==> src/rtl/sw_debounce_if.sv <==
// Signal bundle for the switch debouncer: raw input in, clean level, edge pulses and press count out.
interface sw_debounce_if;
  logic       D_IN;
  logic       Q;
  logic       RISE;
  logic       FALL;
  logic [7:0] PRESS_CNT;

  modport master (output D_IN, input Q, RISE, FALL, PRESS_CNT);
  modport slave  (input D_IN, output Q, RISE, FALL, PRESS_CNT);
endinterface

==> src/rtl/sw_debounce.sv <==
// Switch debouncer: synchronizer chain followed by a four-state stability FSM
// that accepts a new level after STABLE_CYCLES equal samples.
module sw_debounce #(
  parameter int unsigned SYNC_STAGES   = 2,
  parameter int unsigned STABLE_CYCLES = 4
) (
  input  logic          CLK,
  input  logic          RST,
  sw_debounce_if.slave  bus
);

  typedef enum logic [1:0] {S_LOW, S_WAIT_HIGH, S_HIGH, S_WAIT_LOW} state_t;

  localparam logic [7:0] LAST = 8'(STABLE_CYCLES - 1);

  logic [SYNC_STAGES-1:0] sync;
  logic                   sync_out;
  state_t                 state, state_next;
  logic [7:0]             count, count_next;
  logic                   q, rise, fall;
  logic                   rise_next, fall_next;
  logic [7:0]             press_cnt;

  assign sync_out = sync[SYNC_STAGES-1];

  always_ff @(posedge CLK) begin
    if (!RST) begin
      sync      <= '0;
      state     <= S_LOW;
      count     <= '0;
      q         <= 1'b0;
      rise      <= 1'b0;
      fall      <= 1'b0;
      press_cnt <= '0;
    end else begin
      sync      <= {sync[SYNC_STAGES-2:0], bus.D_IN};
      state     <= state_next;
      count     <= count_next;
      q         <= (state_next == S_HIGH) || (state_next == S_WAIT_LOW);
      rise      <= rise_next;
      fall      <= fall_next;
      press_cnt <= press_cnt + 8'(rise_next);
    end
  end

  // The LOW/WAIT_HIGH pair and the HIGH/WAIT_LOW pair are polarity mirrors.
  always_comb begin
    state_next = state;
    count_next = count;
    rise_next  = 1'b0;
    fall_next  = 1'b0;
    case (state)
      S_LOW: begin
        if (sync_out) begin
          state_next = S_WAIT_HIGH;
          count_next = 8'd1;
        end else begin
          count_next = '0;
        end
      end
      S_WAIT_HIGH: begin
        if (!sync_out) begin
          state_next = S_LOW;
          count_next = '0;
        end else if (count == LAST) begin
          state_next = S_HIGH;
          count_next = '0;
          rise_next  = 1'b1;
        end else begin
          count_next = count + 8'd1;
        end
      end
      S_HIGH: begin
        if (!sync_out) begin
          state_next = S_WAIT_LOW;
          count_next = 8'd1;
        end else begin
          count_next = '0;
        end
      end
      S_WAIT_LOW: begin
        if (sync_out) begin
          state_next = S_HIGH;
          count_next = '0;
        end else if (count == LAST) begin
          state_next = S_LOW;
          count_next = '0;
          fall_next  = 1'b1;
        end else begin
          count_next = count + 8'd1;
        end
      end
      default: begin
        state_next = S_LOW;
        count_next = '0;
      end
    endcase
  end

  assign bus.Q         = q;
  assign bus.RISE      = rise;
  assign bus.FALL      = fall;
  assign bus.PRESS_CNT = press_cnt;

endmodule

==> src/flat_wrapper.sv <==
// flat-port wrapper written by rule: the top's interface ports become plain ports
module sw_debounce_flat 
#(
  parameter int unsigned SYNC_STAGES   = 2,
  parameter int unsigned STABLE_CYCLES = 4
)
  (CLK, RST, bus_D_IN, bus_Q, bus_RISE, bus_FALL, bus_PRESS_CNT);
  sw_debounce_if bus_i ();
  input  logic CLK;
  input  logic RST;
  input wire logic [$bits(bus_i.D_IN)-1:0] bus_D_IN;
  output wire logic [$bits(bus_i.Q)-1:0] bus_Q;
  output wire logic [$bits(bus_i.RISE)-1:0] bus_RISE;
  output wire logic [$bits(bus_i.FALL)-1:0] bus_FALL;
  output wire logic [$bits(bus_i.PRESS_CNT)-1:0] bus_PRESS_CNT;
  assign bus_i.D_IN = bus_D_IN;
  assign bus_Q = bus_i.Q;
  assign bus_RISE = bus_i.RISE;
  assign bus_FALL = bus_i.FALL;
  assign bus_PRESS_CNT = bus_i.PRESS_CNT;
  sw_debounce #(.SYNC_STAGES(SYNC_STAGES), .STABLE_CYCLES(STABLE_CYCLES)) u_core (.CLK(CLK), .RST(RST), .bus(bus_i));
endmodule
==> config.mk <==
export PLATFORM = sky130hd
export DESIGN_NAME = sw_debounce_flat
export DESIGN_NICKNAME = d
export VERILOG_FILES = /design/src/rtl/sw_debounce_if.sv /design/src/rtl/sw_debounce.sv /design/src/flat_wrapper.sv
export SDC_FILE = /design/constraint.sdc
export NUM_CORES = 1
export LEC_CHECK = 0
export BUFFER_PORTS_ARGS = -buffer_cell sky130_fd_sc_hd__buf_2
export CAP_MARGIN = 40
export CORE_MARGIN = 2
export CORE_UTILIZATION = 25
export CTS_CLUSTER_SIZE = 20
export DETAILED_ROUTE_END_ITERATION = 8
export MAX_ROUTING_LAYER = met4
export PLACE_DENSITY = 0.5
export SETUP_SLACK_MARGIN = 0.15
export SLEW_MARGIN = 20
export SYNTH_ARGS = -nofsm -noshare
export SYNTH_HDL_FRONTEND = slang
export SYNTH_SLANG_ARGS = --single-unit
==> constraint.sdc <==
create_clock -name CLK -period 3.42 [get_ports CLK]
set_clock_uncertainty 0.1 [all_clocks]
set_input_delay 0.684 -clock CLK [delete_from_list [all_inputs] [get_ports CLK]]
set_output_delay 0.684 -clock CLK [all_outputs]
set_load 0.01 [all_outputs]
### Yosys cells after proc, flatten, opt, wreduce, memory -nomap -nowiden

Index checks and enable logic that the tools add are counted.

* multiplexer cells: 16
* eq/ne operators: 6
* reduce and logical (&&, ||, !) cells: 3
* add/subtract/negate cells: 2
* bitwise gates (word level): 2

Operators with widths (number)
* $pmux W8 S4: 1
* $mux W8: 3
* $mux W2: 6
* $add A8 B1 Y8: 1
* $add A8 B1 Y8 const B: 1
* $eq A2 B2 Y1 const B: 4
* $eq A8 B2 Y1 const B: 1
* $pmux W2 S4: 1
* $mux W1: 5
* $reduce_or A3 Y1: 1
* $eq A2 B1 Y1 const B: 1
* $logic_not A2 Y1: 1
* $not A1 Y1: 2
* $logic_or A1 B1 Y1: 1

* logic and storage cells: 36
* register bits after elaboration: 23
* output and inout port bits: 11
* bits of input ports: 3

### Depth between registers and ports, before layout

* word-level depth: 6
* depth in mapped cells: 9
* gate-level depth less buffers: 9

### Worst setup path before layout

OpenSTA, ideal clock, no wires.

* kind: register -> register
* start point: register u_core.count[2]
* end point: register u_core.press_cnt[6], in the netlist u_core.bus.PRESS_CNT[6]
* setup time: 76 ps
* data required time: 3244 ps
* arrival time: 2319 ps
* clock period less this slack: 2495 ps
* slack: 925 ps
* path buffers: 1
* cell stages (with the launch flop): 10
* cell sequence: dfxtp_1 > buf_6 > or4_4 > nor4_4 > and3b_2 > ha_1 > ha_1 > nand3_1 > or3_1 > a21boi_0

* cells in the longest elaborated chain, start to end: 5

RTL lines
* start, declared: line sw_debounce.sv:19 `logic [7:0] count, count_next;`
* start signal, assigned: line sw_debounce.sv:38 `count <= count_next;`
* $eq A8 B2 Y1: line sw_debounce.sv:65 `end else if (count == LAST) begin`
* $mux W1: line sw_debounce.sv:65
* $mux W1: line sw_debounce.sv:62 `if (!sync_out) begin`
* $mux W1: line sw_debounce.sv:52 `case (state)`
* net u_core.rise_next: line sw_debounce.sv:21 `logic rise_next, fall_next;`
* $add A8 B1 Y8: line sw_debounce.sv:42 `press_cnt <= press_cnt + 8'(rise_next);`
* end signal, assigned: line sw_debounce.sv:42
* end, declared: line sw_debounce.sv:22 `logic [7:0] press_cnt;`

The timed path passes the listed nets, and every way through them passes these cells.
A chain may end at the register's enable or synchronous reset.

### Worst setup path after layout

Same ends and word-level chain as after synthesis.

==> results.json <==
{
  "syn_avg_cell_area_um2": 9.90,
  "p_leak_nw": 0.447,
  "clock_path_buffers": 2,
  "grt_pass1_vias": 732,
  "clock.fmax_mhz": 379,
  "h-tree-depth": 1,
  "cts_setup_buffers": 0,
  "period_share_pct": 77.2,
  "synth_flop_cell": "dfxtp_1",
  "wl_per_cell_um": 11.2,
  "yosys_warnings": 0,
  "required_ns": 3.51,
  "cts.clk_slew.worst_paths_ns": 0.08,
  "maxCapViolCount": 0,
  "grt_pass1_wl_um": 3190,
  "endpoint_kind": "flop",
  "drt_iter0_markers": 6,
  "path_max_fanout": 7,
  "setup_viol": 0,
  "root_buffer": "clkbuf_8",
  "post-place-ws_ns": 0.801,
  "sw_frac_of_total_pct": 21.0,
  "ys_seq_area_share_pct": 46.5,
  "antenna_found_initial": 0,
  "power_frac_comb_pct": 1.6,
  "power_density_nw_per_um2": 399,
  "track_usage_pct": 9.56,
  "rows": 22,
  "grt_overflow_total": 0,
  "clock_sinks": 23,
  "p_clk_share_pct": 38.1,
  "synth_most_common_cell": "dfxtp_1",
  "boundaryPins": 14,
  "status": "complete, no violations",
  "synth_area_um2": 990,
  "synth_common_cells": "23 x dfxtp_1, 9 x nand3_1, 7 x and2_1, 6 x nand2_1",
  "relSlewSlack_pct": 62.0,
  "synth.area.top_cells": "dfxtp_1 47%, nand3_1 4.6%, and2_1 4.4%",
  "die_h_um": 66.9,
  "tightest_slew_ns": 0.564,
  "crit_type": "flop to flop",
  "seq_power_share_pct": 60.3,
  "rsz0062_at_grt": "no",
  "syn2layout_area_growth_pct": 13.8,
  "async_reset_ff_share_pct": 0,
  "hold_viol": 0,
  "synth_top_cell_area_share_pct": 46.5,
  "cts_buffers": 3,
  "cp.arrival_ns": 2.73,
  "die_x_um": 66.9,
  "post_synth_num_cell_types": 30,
  "hp-start": "u_core.sync[0]$_SDFF_PN0_",
  "ys_seq_elements": 23,
  "cts_resized": 0,
  "setup_tns_ns": 0,
  "r2r_start": "u_core.count[2]$_SDFF_PN0_",
  "die_area_um2": 4480,
  "multiInputGateArea_um2": 480,
  "drive_gt1_share_pct": 18.6,
  "synth-edff-count": 0,
  "grt_max_degree": 19,
  "syn_nets": 106,
  "cp-start-kind": "flop",
  "n_antenna_cell": 0,
  "fill_cells": 407,
  "ctsHoldBuffers": 0,
  "intPower_mw": 0.355,
  "clock_latency_ns": 0.26,
  "yosys.area.top_type": "dfxtp_1",
  "wirelength_um": 1810,
  "syn_inst": 100,
  "start_util_pct": 26.4,
  "p_sw_mw": 0.0945,
  "drc": 0,
  "slew_viol_final": 0,
  "vdd_ir_drop_max_v": 0.000236,
  "coreArea_um2": 3740,
  "via_per_inst": 4.67,
  "dp_hpwl_um": 1300,
  "antenna_left": 0,
  "port_buffers": 13,
  "cts_tree": "done",
  "worstSetupStartpoint": "u_core.count[2]$_SDFF_PN0_",
  "gp_congestion": 0.820,
  "firstDrtPassIters": 4,
  "period_needed_ns": 2.64,
  "register_area_um2": 460,
  "setup_slack_ns": 0.781,
  "nets": 120,
  "route.vias.total": 752,
  "hold_path_class": "flop to flop"
}
## power by group through the flow
stage / Sequential (mW) / Clock [mW] / Combinational (mW)
3_5_place_dp: 0.277 / 0 / 0.00707
4_1_cts: 0.271 / 0.186 / 0.00714
2_1_floorplan: 0.277 / 0 / 0.00626
6_report: 0.271 / 0.171 / 0.00713
3_3_place_gp: 0.277 / 0 / 0.00706
5_1_grt: 0.271 / 0.194 / 0.00812
## placed cells by master, fill, tap and decap left out, drive strengths merged, types with 2 or more instances in the layout
master,count
ha,3
a41o,2
and2,7
nor3,2
nand2,6
clkbuf,3
nand3,9
a21oi,5
inv,3
and4b,2
dfxtp,23
a21boi,2
nor4,3
buf,13
xnor2,3
or3,5
xor2,4
nor2,3
o21ai,5
## flip-flops by register name, indices dropped and copies added (netlist names)
signal and count:
u_core.bus.FALL 1, u_core.state 2, u_core.bus.Q 1, u_core.bus.PRESS_CNT 8, u_core.count 8, u_core.bus.RISE 1
u_core.sync 2
## per-stage QoR
stage | cell area, um^2 | hold slack [ns] | utilization (%) | total power [mW] | cells
after floorplan | 990 | 0.312 | - | 0.283 | 100
after global placement | 1080 | 0.318 | 28.8 | 0.284 | 157
after detailed placement | 1080 | 0.328 | 28.8 | 0.284 | 157
after CTS | 1130 | 0.350 | 30.1 | 0.464 | 161
final | 1130 | 0.344 | 30.1 | 0.449 | 161
after global routing | 1130 | 0.374 | 30.1 | 0.474 | 161
## critical path, cell delays in order (launching register included)
cell and delay [ns]:
dfxtp_1 0.38, or4_4 0.57, nor4_4 0.27, and3b_2 0.22, ha_1 0.20, ha_1 0.20, nand3_1 0.13, or3_1 0.32
a21boi_0 0.17
## area by class of cell
cell class / count / share of cell area [%]
clock buffer: 3 / 3.67
clock inverter: 1 / 0.667
inverter: 3 / 1.00
multi-input combinational: 70 / 42.7
sequential: 23 / 40.9
tap: 48 / 5.33
timing repair buffer: 13 / 5.78
## routing by layer
| metal | up-vias | part of all wire (%) | GRT usage [%] | wire length [um] |
|---|---|---|---|---|
| met5 | - | 0 | - | 0 |
| met4 | 0 | 1.1 | 5.87 | 19 |
| met3 | 2 | 2.3 | 2.53 | 41 |
| met2 | 10 | 51 | 15.6 | 922 |
| met1 | 359 | 46 | 10.3 | 826 |
| li1 | 381 | - | - | - |
## worst paths after layout
kind                                              to  slack, ns  cells after the start
setup / recovery  u_core.bus.PRESS_CNT[6]$_SDFF_PN0_       0.78                      8
hold / removal             u_core.sync[1]$_SDFF_PN0_       0.34                      1
setup reg to reg  u_core.bus.PRESS_CNT[6]$_SDFF_PN0_       0.78                      8
hold reg to reg            u_core.sync[1]$_SDFF_PN0_       0.34                      1
## kinds of logic after synthesis
family                   after synthesis  synth area share, %
AND/OR/NAND/NOR                       44                 28.1
flip-flops                            23                 46.5
AO/OA/AOI/OAI                         15                 9.48
XOR/XNOR                               7                 6.19
buffers and inverters                  7                 4.93
adder cells (fa/ha/maj)                3                 3.79
multiplexers                           1                 1.01
(Power assumes the default switching activity.)
